`src/rtl/fetch_unit_if.sv`:
```
// Fetch front-end bus: instruction-memory request/return, redirect, and the
// valid/ready instruction stream toward decode.
interface fetch_unit_if #(
   parameter int PC_W    = 15,
   parameter int INSTR_W = 32
);
   logic [PC_W-1:0]    imem_addr;
   logic               imem_en;
   logic [INSTR_W-1:0] imem_data;
   logic               redirect;
   logic [PC_W-1:0]    redirect_pc;
   logic               out_valid;
   logic               out_ready;
   logic [INSTR_W-1:0] out_instr;
   logic [PC_W-1:0]    out_pc;

   modport master (
      output imem_addr, imem_en, out_valid, out_instr, out_pc,
      input  imem_data, redirect, redirect_pc, out_ready
   );

   modport slave (
      input  imem_addr, imem_en, out_valid, out_instr, out_pc,
      output imem_data, redirect, redirect_pc, out_ready
   );
endinterface

```
`src/rtl/fetch_unit.sv`:
```
// Pipelined instruction fetch: credit-gated issue to a fixed-latency imem,
// prefetch FIFO toward decode, full flush on redirect.
module fetch_unit #(
   parameter int              PC_W       = 15,
   parameter int              INSTR_W    = 32,
   parameter int              MEM_LAT    = 2,
   parameter int              FIFO_DEPTH = 4,
   parameter logic [PC_W-1:0] RESET_PC   = PC_W'(15'h7FFE)
) (
   input  logic         clk,
   input  logic         rst,
   fetch_unit_if.master bus
);
   localparam int AW = $clog2(FIFO_DEPTH);
   localparam int CW = AW + 1;

   logic [PC_W-1:0]                    fetch_pc_q, fetch_pc_d;
   logic [MEM_LAT-1:0]                 vld_q, vld_d;
   logic [MEM_LAT-1:0][PC_W-1:0]       pc_pipe_q, pc_pipe_d;
   logic [FIFO_DEPTH-1:0][INSTR_W-1:0] fifo_instr_q;
   logic [FIFO_DEPTH-1:0][PC_W-1:0]    fifo_pc_q;
   logic [AW-1:0]                      rd_ptr_q, wr_ptr_q;
   logic [CW-1:0]                      count_q, count_d, inflight;
   logic                               issue, push, pop;

   always_comb begin
      inflight = '0;
      for (int i = 0; i < MEM_LAT; i++) inflight = inflight + CW'(vld_q[i]);
   end

   assign push  = vld_q[MEM_LAT-1];
   assign pop   = bus.out_valid & bus.out_ready & ~bus.redirect;
   // Each issued word holds a FIFO slot from issue until popped, so a push can never overflow.
   assign issue = ~rst & ~bus.redirect &
                  (((CW+1)'(count_q) + (CW+1)'(inflight)) < ((CW+1)'(FIFO_DEPTH) + (CW+1)'(pop)));

   assign bus.imem_addr = fetch_pc_q;
   assign bus.imem_en   = issue;
   assign bus.out_valid = (count_q != '0);
   assign bus.out_instr = fifo_instr_q[rd_ptr_q];
   assign bus.out_pc    = fifo_pc_q[rd_ptr_q];

   always_comb begin
      fetch_pc_d = fetch_pc_q;
      vld_d      = vld_q;
      pc_pipe_d  = pc_pipe_q;
      count_d    = count_q;
      if (bus.redirect) begin
         fetch_pc_d = bus.redirect_pc;
         vld_d      = '0;
         count_d    = '0;
      end else begin
         for (int i = MEM_LAT - 1; i > 0; i--) begin
            vld_d[i]     = vld_q[i-1];
            pc_pipe_d[i] = pc_pipe_q[i-1];
         end
         vld_d[0]     = issue;
         pc_pipe_d[0] = fetch_pc_q;
         if (issue) fetch_pc_d = fetch_pc_q + PC_W'(1);
         count_d = count_q + CW'(push) - CW'(pop);
      end
   end

   always_ff @(posedge clk) begin
      if (rst) begin
         fetch_pc_q   <= RESET_PC;
         vld_q        <= '0;
         pc_pipe_q    <= '0;
         count_q      <= '0;
         rd_ptr_q     <= '0;
         wr_ptr_q     <= '0;
         fifo_instr_q <= '0;
         fifo_pc_q    <= '0;
      end else begin
         fetch_pc_q <= fetch_pc_d;
         vld_q      <= vld_d;
         pc_pipe_q  <= pc_pipe_d;
         count_q    <= count_d;
         if (bus.redirect) begin
            rd_ptr_q <= '0;
            wr_ptr_q <= '0;
         end else begin
            if (push) begin
               assert (count_q < CW'(FIFO_DEPTH));
               fifo_instr_q[wr_ptr_q] <= bus.imem_data;
               fifo_pc_q[wr_ptr_q]    <= pc_pipe_q[MEM_LAT-1];
               wr_ptr_q               <= wr_ptr_q + AW'(1);
            end
            if (pop) rd_ptr_q <= rd_ptr_q + AW'(1);
         end
      end
   end
endmodule

```
`src/flat_wrapper.sv`:
```
// flat-port wrapper written by rule: the top's interface ports become plain ports
module fetch_unit_flat 
#(
   parameter int              PC_W       = 15,
   parameter int              INSTR_W    = 32,
   parameter int              MEM_LAT    = 2,
   parameter int              FIFO_DEPTH = 4,
   parameter logic [PC_W-1:0] RESET_PC   = PC_W'(15'h7FFE)
)
  (clk, rst, bus_imem_addr, bus_imem_en, bus_out_valid, bus_out_instr, bus_out_pc, bus_imem_data, bus_redirect, bus_redirect_pc, bus_out_ready);
  fetch_unit_if #(.PC_W(PC_W), .INSTR_W(INSTR_W)) bus_i ();
  input  logic clk;
  input  logic rst;
  output wire logic [$bits(bus_i.imem_addr)-1:0] bus_imem_addr;
  output wire logic [$bits(bus_i.imem_en)-1:0] bus_imem_en;
  output wire logic [$bits(bus_i.out_valid)-1:0] bus_out_valid;
  output wire logic [$bits(bus_i.out_instr)-1:0] bus_out_instr;
  output wire logic [$bits(bus_i.out_pc)-1:0] bus_out_pc;
  input wire logic [$bits(bus_i.imem_data)-1:0] bus_imem_data;
  input wire logic [$bits(bus_i.redirect)-1:0] bus_redirect;
  input wire logic [$bits(bus_i.redirect_pc)-1:0] bus_redirect_pc;
  input wire logic [$bits(bus_i.out_ready)-1:0] bus_out_ready;
  assign bus_imem_addr = bus_i.imem_addr;
  assign bus_imem_en = bus_i.imem_en;
  assign bus_out_valid = bus_i.out_valid;
  assign bus_out_instr = bus_i.out_instr;
  assign bus_out_pc = bus_i.out_pc;
  assign bus_i.imem_data = bus_imem_data;
  assign bus_i.redirect = bus_redirect;
  assign bus_i.redirect_pc = bus_redirect_pc;
  assign bus_i.out_ready = bus_out_ready;
  fetch_unit #(.PC_W(PC_W), .INSTR_W(INSTR_W), .MEM_LAT(MEM_LAT), .FIFO_DEPTH(FIFO_DEPTH), .RESET_PC(RESET_PC)) u_core (.clk(clk), .rst(rst), .bus(bus_i));
endmodule
```
`config.mk`:
```
export PLATFORM = sky130hd
export DESIGN_NAME = fetch_unit_flat
export DESIGN_NICKNAME = d
export VERILOG_FILES = /design/src/rtl/fetch_unit_if.sv /design/src/rtl/fetch_unit.sv /design/src/flat_wrapper.sv
export SDC_FILE = /design/constraint.sdc
export NUM_CORES = 1
export LEC_CHECK = 0
export CAP_MARGIN = 20
export CORE_ASPECT_RATIO = 0.7
export CORE_MARGIN = 2
export CORE_UTILIZATION = 43
export DETAILED_ROUTE_END_ITERATION = 8
export GPL_TIMING_DRIVEN = 0
export HOLD_SLACK_MARGIN = 0.1
export SYNTH_ARGS = -nofsm -noshare
export SYNTH_HDL_FRONTEND = slang
export SYNTH_SLANG_ARGS = --single-unit
```
`constraint.sdc`:
```
create_clock -name clk -period 6.3 [get_ports clk]
set_input_delay 1.26 -clock clk [delete_from_list [all_inputs] [get_ports clk]]
set_output_delay 1.26 -clock clk [all_outputs]
set_load 0.03 [all_outputs]
```
Yosys cells after proc, flatten, opt, wreduce, memory -nomap -nowiden --
Index checks and enable logic that the tools add are counted.
Word-level totals: flip-flop bits (word level) 242, input bits 51, output and inout port bits 64, word-level logic and storage cells 50
Cells by class: add/subtract/negate cells 8, order comparisons 4, mux-type cells 12, bitwise logic cells 6, reductions and logical operators 5
Operators by type and width (number):
- bitwise mux 128 bit | 1
- binary-select mux 32 bit (select 2 bit) | 1
- demux 32 bit (select 2 bit) | 1
- 2-to-1 mux 32 bit | 2
- bitwise mux 60 bit | 1
- 2-to-1 mux 15 bit | 4
- binary-select mux 15 bit (select 2 bit) | 1
- demux 15 bit (select 2 bit) | 1
- adder 15 x 1 -> 15 bit (second input constant) | 1
- < comparator 2 x 3 -> 1 bit (second input constant) | 2
- adder 2 x 1 -> 2 bit (second input constant) | 2
- adder 3 x 1 -> 4 bit (first input constant) | 1
- adder 3 x 3 -> 4 bit | 1
- AND 1 bit | 4
- < comparator 4 bit | 1
- adder 3 x 1 -> 3 bit | 1
- nonzero test 3 bit | 1
- subtractor 3 x 1 -> 3 bit | 1
- adder 1 x 1 -> 2 bit | 1
- >= comparator 2 x 1 -> 1 bit (second input constant) | 1
- NOT 1 bit | 2
- AND reduction 2 bit | 1
- nonzero test 2 bit | 1
- OR reduction 2 bit | 1
- logical AND 1 bit | 1

Logic depth before layout (Yosys ltp) --
Gate-level depths: netlist of run 1.
depth after elaboration 8, gate-level depth with buffers 9, gate-level depth less buffers 8

Worst setup path after synthesis of run 1 --
OpenSTA, ideal clock, no wires.
kind input to output, start input bus_redirect, end output bus_imem_en, arrival time 2.587 ns, data required time 5.040 ns, slack 2.453 ns, stages on the path 4, buffers on the path 1, cells stage by stage nand2b_1 > o41a_1 > buf_6 > nor3_1
Between the ends: longest elaborated chain between the ends 5, elaborated cells on any way between the ends 6, those cells by class add/sub (1); order compare (1); bitwise (4)
Ends and longest elaborated chain:
- start, declared | line flat_wrapper.sv:20 | input wire logic [$bits(bus_i.redirect)-1:0] bus_redirect;
- NOT 1 bit (*) | line fetch_unit.sv:32, fetch_unit.sv:34
- AND 1 bit | line fetch_unit.sv:32 | assign pop = bus.out_valid & bus.out_ready & ~bus.redirect;
- adder 3 x 1 -> 4 bit | line fetch_unit.sv:35 | (((CW+1)'(count_q) + (CW+1)'(inflight)) < ((CW+1)'(FIFO_DEPTH) + (CW+1)'(pop)));
- < comparator 4 bit | line fetch_unit.sv:35
- AND 1 bit (*) | line fetch_unit.sv:34 | assign issue = ~rst & ~bus.redirect &
- end, declared | line flat_wrapper.sv:15 | output wire logic [$bits(bus_i.imem_en)-1:0] bus_imem_en;
Mark *: on every way between the ends. The rest lies on a longest branch, timed or not.

Final worst setup path of run 1 --
Ends and elaborated chain as after synthesis.

==> results of run 1 <==
==> path summary, 6_finish.rpt <==
kind                                                       startpoint  slack (ns)  depth (start not counted)                                    end
worst max-delay path                                     bus_redirect        1.41                          7                            bus_imem_en
worst min-delay path            u_core.fifo_instr_q[122]$_SDFFE_PP0P_        0.45                          2  u_core.fifo_instr_q[122]$_SDFFE_PP0P_
worst max register to register             u_core.vld_q[1]$_SDFF_PN0_        3.21                          7  u_core.bus.imem_addr[10]$_SDFFE_PP1P_
worst min register to register  u_core.fifo_instr_q[122]$_SDFFE_PP0P_        0.45                          2  u_core.fifo_instr_q[122]$_SDFFE_PP0P_
==> report_power, final <==
group,internal (W),switching (W)
logic,0.0000902,0.000127
registers,0.00156,0.0000283
clock network,0.000862,0.000626
==> worst max-delay path, stage by stage <==
cell and delay, ns:
clkdlybuf4s50_1 0.50, clkbuf_1 0.39, inv_1 0.11, nand2_1 0.09, clkbuf_1 0.52, nor3_1 0.13, clkdlybuf4s50_1 0.62
==> kinds of logic (layout without fill, tap and decap cells) <==
family	count (synthesis)	count (layout)	share of synthesized area
XOR/XNOR	14	14	0.0122
AO/OA/AOI/OAI	212	212	0.112
AND/OR/NAND/NOR	486	486	0.201
flip-flops	242	242	0.483
buffers and inverters	93	251	0.0392
multiplexers	79	79	0.138
other	0	1	0
adder cells (fa/ha/maj)	11	11	0.0152
==> registers in the layout, summed over array words and instances, names as in the netlist <==
register	cells
u_core.fifo_instr_q	128
u_core.fifo_pc_q	60
u_core.vld_q	2
u_core.count_q	3
u_core.bus.imem_addr	15
u_core.rd_ptr_q	2
u_core.pc_pipe_q	30
u_core.wr_ptr_q	2
==> layout make-up <==
cell class,count,area [sq um]
Fill cell,2189,10400
Sequential cell,242,4840
Multi-Input combinational cell,802,4800
Timing Repair Buffer,113,1130
Clock buffer,35,743
Tap cell,312,390
Buffer,87,370
Clock inverter,10,82.6
Inverter,6,22.5
Antenna cell,1,2.50
==> through the flow <==
| stage | total power, W | instance area (sq um) | cells | utilization |
|---|---|---|---|---|
| floorplan | 0.00173 | 10000 | 1137 | - |
| global placement | 0.00183 | 11600 | 1562 | 0.507 |
| detailed placement | 0.00183 | 11600 | 1562 | 0.507 |
| CTS | 0.00330 | 12400 | 1607 | 0.543 |
| global route | 0.00339 | 12400 | 1608 | 0.543 |
| finish | 0.00329 | 12400 | 1608 | 0.543 |
==> per-layer routing <==
layer	GRT usage	vias up	wire, microns
li1	-	4122	-
met3	0.0365	37	2090
met2	0.349	280	12300
met1	0.349	4089	13900
met5	0	-	0
met4	0.0437	0	486
==> cell usage in the layout (no fill, tap or decap), drive strengths merged, types with 9 or more instances in the layout <==
cell           instances
a21oi                195
and2                  10
buf                   43
clkbuf                79
clkdlybuf4s50        113
dfxtp                242
ha                     9
mux2i                 31
mux4                  47
nand2                390
nand4                  9
nor2                  44
nor3                  14
xnor2                 10
==> results.cfg, run 1 <==
[clock_network]
cts_sinks = 242
cts_setup_buffers = 0
cts-root-buf = clkbuf_16
hold_buffers = 0
clk_path_buf_depth = 3
cts_made_buffers = 25
postCtsResizedCells = 0
clk_pin_slew_ns = 0.06
htreeDepth = 1
cts_tree = done
clk_latency_ns = 0.52

[sta]
finalClockSkew_ns = 0.0107
hold_viol = 0
setup-tns-final_ns = 0
tightest_slew_ns = 0.943
rsz0062_at_grt = no
fin_ws_ns = 1.41
whs_ns = 0.451
maxSlewViolCount = 0
relSlewSlack = 0.371
setup_viol = 0
max_freq_mhz = 205
timing.final.crit_period_ns = 4.89
post-route-period-util = 0.775

[placement]
port_buffers = 113
place_congestion = 0.814
post-dp-hpwl_mm = 20.1
dpl_worst_slack_ns = 1.41

[synth]
synthCells = 1137
synth_edf_count = 0
ys.flop_type = dfxtp_1
synthTopCellsByCount = nand2_1 (390), dfxtp_1 (242), a21oi_1 (195)
yosysMostFrequentCell = nand2_1
synthTopCellsByArea = dfxtp_1 (48%), nand2_1 (15%), mux4_2 (11%)
ys_ff_latch = 242
yosysTopAreaCell = dfxtp_1
ys_async_sr_fraction = 0
avgSynthCellArea_sq_um = 8.82
yosys_warnings = 0
synth_seq_area_share = 0.483
synth_nets = 1199
synth_top_area_frac = 0.483
ys_types = 45
synthesis.area_sq_um = 10000

[floorplan]
dieArea_sq_um = 24600
dieHeight_microns = 132
core-area_sq_um = 22800
die_w_microns = 187
io_pins = 115
core.rowCount = 46
initial_core_util = 0.440

[route]
first_pass_iters = 5
drt_iter0_markers = 653
ant_nets = 0
wire_per_inst_microns = 17.9
vias_per_cell = 5.30
drc = 0
vias = 8528
wirelength_mm = 28.8

[pwr]
powerDensity_nw_per_um2 = 266
p_leak_nw = 4.21
vdd_drop_max_v = 0.000175

[grt]
grt_max_degree = 15
grt-ovfl-total = 0
first_global_vias = 8055
antenna_found_initial = 1
grt_pass1_wl_mm = 45.4
grt_usage = 0.230

[hold_path]
hp-class = flip-flop to flip-flop

[setup_path]
arrival_ns = 3.63
cp_max_fo = 10
critPathLaunchType = primary input
critPathKind = primary input to primary output
worstPathRequired_ns = 5.04
end_kind = primary output

[cells_and_area]
layout.nets = 1339
drive_above_1_share = 0.0996
area_growth_pct = 23.4

[job]
cap_violations = 0

[run_status]
status = completed
Power figures use the tool's default switching activity.
==> inputs of run 2 (changes only) <==
==> constraint.sdc (replaced) <==
create_clock -name clk -period 4.6 [get_ports clk]
set_input_delay 0.92 -clock clk [delete_from_list [all_inputs] [get_ports clk]]
set_output_delay 0.92 -clock clk [all_outputs]
set_load 0.03 [all_outputs]
==> results of run 2 <==
The final DEF is identical to that of run 1. Status: completed.
Main changes from that run: setup slack after placement 1.41 ns -> 0.394 ns; setup slack after layout 1.41 ns -> 0.212 ns; start point of the critical path bus_redirect -> u_core.vld_q[1]$_SDFF_PN0_; register-to-register setup slack 3.21 ns -> 1.51 ns; total power 0.00329 W -> 0.00450 W; worst IR drop on VDD 0.000175 V -> 0.000240 V
==> inputs of run 3 (changes only) <==
--- a/config.mk
+++ b/config.mk
@@ -6,12 +6,13 @@
 export NUM_CORES = 1
 export LEC_CHECK = 0
 export CAP_MARGIN = 20
-export CORE_ASPECT_RATIO = 0.7
+export CORE_ASPECT_RATIO = 0.6
 export CORE_MARGIN = 2
 export CORE_UTILIZATION = 43
 export DETAILED_ROUTE_END_ITERATION = 8
 export GPL_TIMING_DRIVEN = 0
 export HOLD_SLACK_MARGIN = 0.1
+export SETUP_SLACK_MARGIN = 0.2
 export SYNTH_ARGS = -nofsm -noshare
 export SYNTH_HDL_FRONTEND = slang
 export SYNTH_SLANG_ARGS = --single-unit
==> constraint.sdc (replaced) <==
create_clock -name clk -period 4.6 [get_ports clk]
set_input_delay 0.69 -clock clk [delete_from_list [all_inputs] [get_ports clk]]
set_output_delay 0.69 -clock clk [all_outputs]
set_load 0.03 [all_outputs]
==> results.cfg, run 3 (synthesis results as in run 1) <==
[run_status]
status = completed

[clock_network]
clk_latency_ns = 0.50
hold_buffers = 0
cts_sinks = 242
clk_pin_slew_ns = 0.06
postCtsResizedCells = 0
cts-root-buf = clkbuf_16
htreeDepth = 1
cts_setup_buffers = 0
cts_tree = done
clk_path_buf_depth = 3
cts_made_buffers = 23

[route]
vias_per_cell = 5.28
wirelength_mm = 29.3
vias = 8471
first_pass_iters = 7
ant_nets = 0
wire_per_inst_microns = 18.2
drc = 0
drt_iter0_markers = 696

[setup_path]
critPathLaunchType = flip-flop
worstPathRequired_ns = 3.91
critPathKind = flip-flop to primary output
cp_max_fo = 9
end_kind = primary output
arrival_ns = 3.52

[pwr]
p_leak_nw = 4.16
vdd_drop_max_v = 0.000247
powerDensity_nw_per_um2 = 351

[grt]
first_global_vias = 8135
use_met1 = 0.371
grt-ovfl-total = 0
grt_pass1_wl_mm = 46.1
use_met2 = 0.350
grt_max_degree = 15
grt_util_met3 = 0.0388
antenna_found_initial = 0
grt-busiest-layer = met1
grt_usage = 0.239

[sta]
tightest_slew_ns = 0.902
fin_ws_ns = 0.389
whs_ns = 0.452
maxSlewViolCount = 0
hold_viol = 0
rsz0062_at_grt = no
finalClockSkew_ns = 0.00773
timing.final.crit_period_ns = 4.21
max_freq_mhz = 238
relSlewSlack = 0.397
post-route-period-util = 0.915
setup-tns-final_ns = 0
setup_viol = 0

[cells_and_area]
final_common_cell = nand2_1
final_cell_mix = nand2_1 (390), dfxtp_1 (242), a21oi_1 (195)
design_area_sq_um = 12300
final_cells = 1605
max_flop_register = u_core.fifo_instr_q
largest_register_ffs = 128
top_regs = u_core.fifo_instr_q x128, u_core.fifo_pc_q x60, u_core.pc_pipe_q x30
diodes = 0
area_growth_pct = 22.3
drive_above_1_share = 0.0938
layout.nets = 1337

[job]
cap_violations = 0

[floorplan]
dieArea_sq_um = 24600
initial_core_util = 0.436
core-area_sq_um = 23000
dieHeight_microns = 122
core.rowCount = 43
die_w_microns = 201
io_pins = 115

[placement]
place_congestion = 0.818
dpl_cell_area_sq_um = 11600
placed_cells = 1565
dpl_worst_slack_ns = 0.869
post-dp-hpwl_mm = 20.5
port_buffers = 113

[hold_path]
hp-class = flip-flop to flip-flop
-- run 3: cell count changes in the layout (fill, tap and decap cells not counted) --
cell,before,now
clkbuf_1,46,49
clkbuf_16,25,23
clkbuf_8,8,4
clkinv_2,6,7
clkinvlp_4,3,0
diode_2,1,0
-- run 3: stage by stage --
step / utilization / power (W)
final: 0.533 / 0.00431
after global routing: 0.533 / 0.00445
after CTS: 0.533 / 0.00433
after detailed placement: 0.502 / 0.00251
after global placement: 0.502 / 0.00251
after floorplan: - / 0.00236
-- run 3: area by class of cell --
cell class	count	area [sq um]
Fill cell	2169	10800
Sequential cell	242	4840
Multi-Input combinational cell	802	4800
Timing Repair Buffer	113	1130
Clock buffer	32	649
Tap cell	315	394
Buffer	87	370
Clock inverter	8	65.1
Inverter	6	22.5
-- run 3: final timing paths --
kind / start / end / slack [ns] / cells after the start
worst max-delay path: u_core.vld_q[1]$_SDFF_PN0_ / bus_imem_en / 0.39 / 7
worst min-delay path: u_core.fifo_instr_q[120]$_SDFFE_PP0P_ / u_core.fifo_instr_q[120]$_SDFFE_PP0P_ / 0.45 / 2
worst max register to register: u_core.vld_q[1]$_SDFF_PN0_ / u_core.bus.imem_addr[10]$_SDFFE_PP1P_ / 1.47 / 7
worst min register to register: u_core.fifo_instr_q[120]$_SDFFE_PP0P_ / u_core.fifo_instr_q[120]$_SDFFE_PP0P_ / 0.45 / 2
-- run 3: where the power goes --
group / internal [W] / switching (W)
registers: 0.00213 / 0.0000390
clock network: 0.00104 / 0.000799
logic: 0.000123 / 0.000176
-- run 3: per-layer routing --
layer,vias to the layer above,part of all wire
met5,-,0
met4,0,0.016
met3,37,0.074
met1,4049,0.50
met2,267,0.41
li1,4118,-
-- run 3: worst max-delay path, cell delays in order, from the launching register on --
cell and delay (ns):
dfxtp_1 0.55, ha_1 0.31, ha_1 0.21, fa_1 0.48
o41a_1 0.44, buf_6 0.17, nor3_1 0.14, clkdlybuf4s50_1 0.70
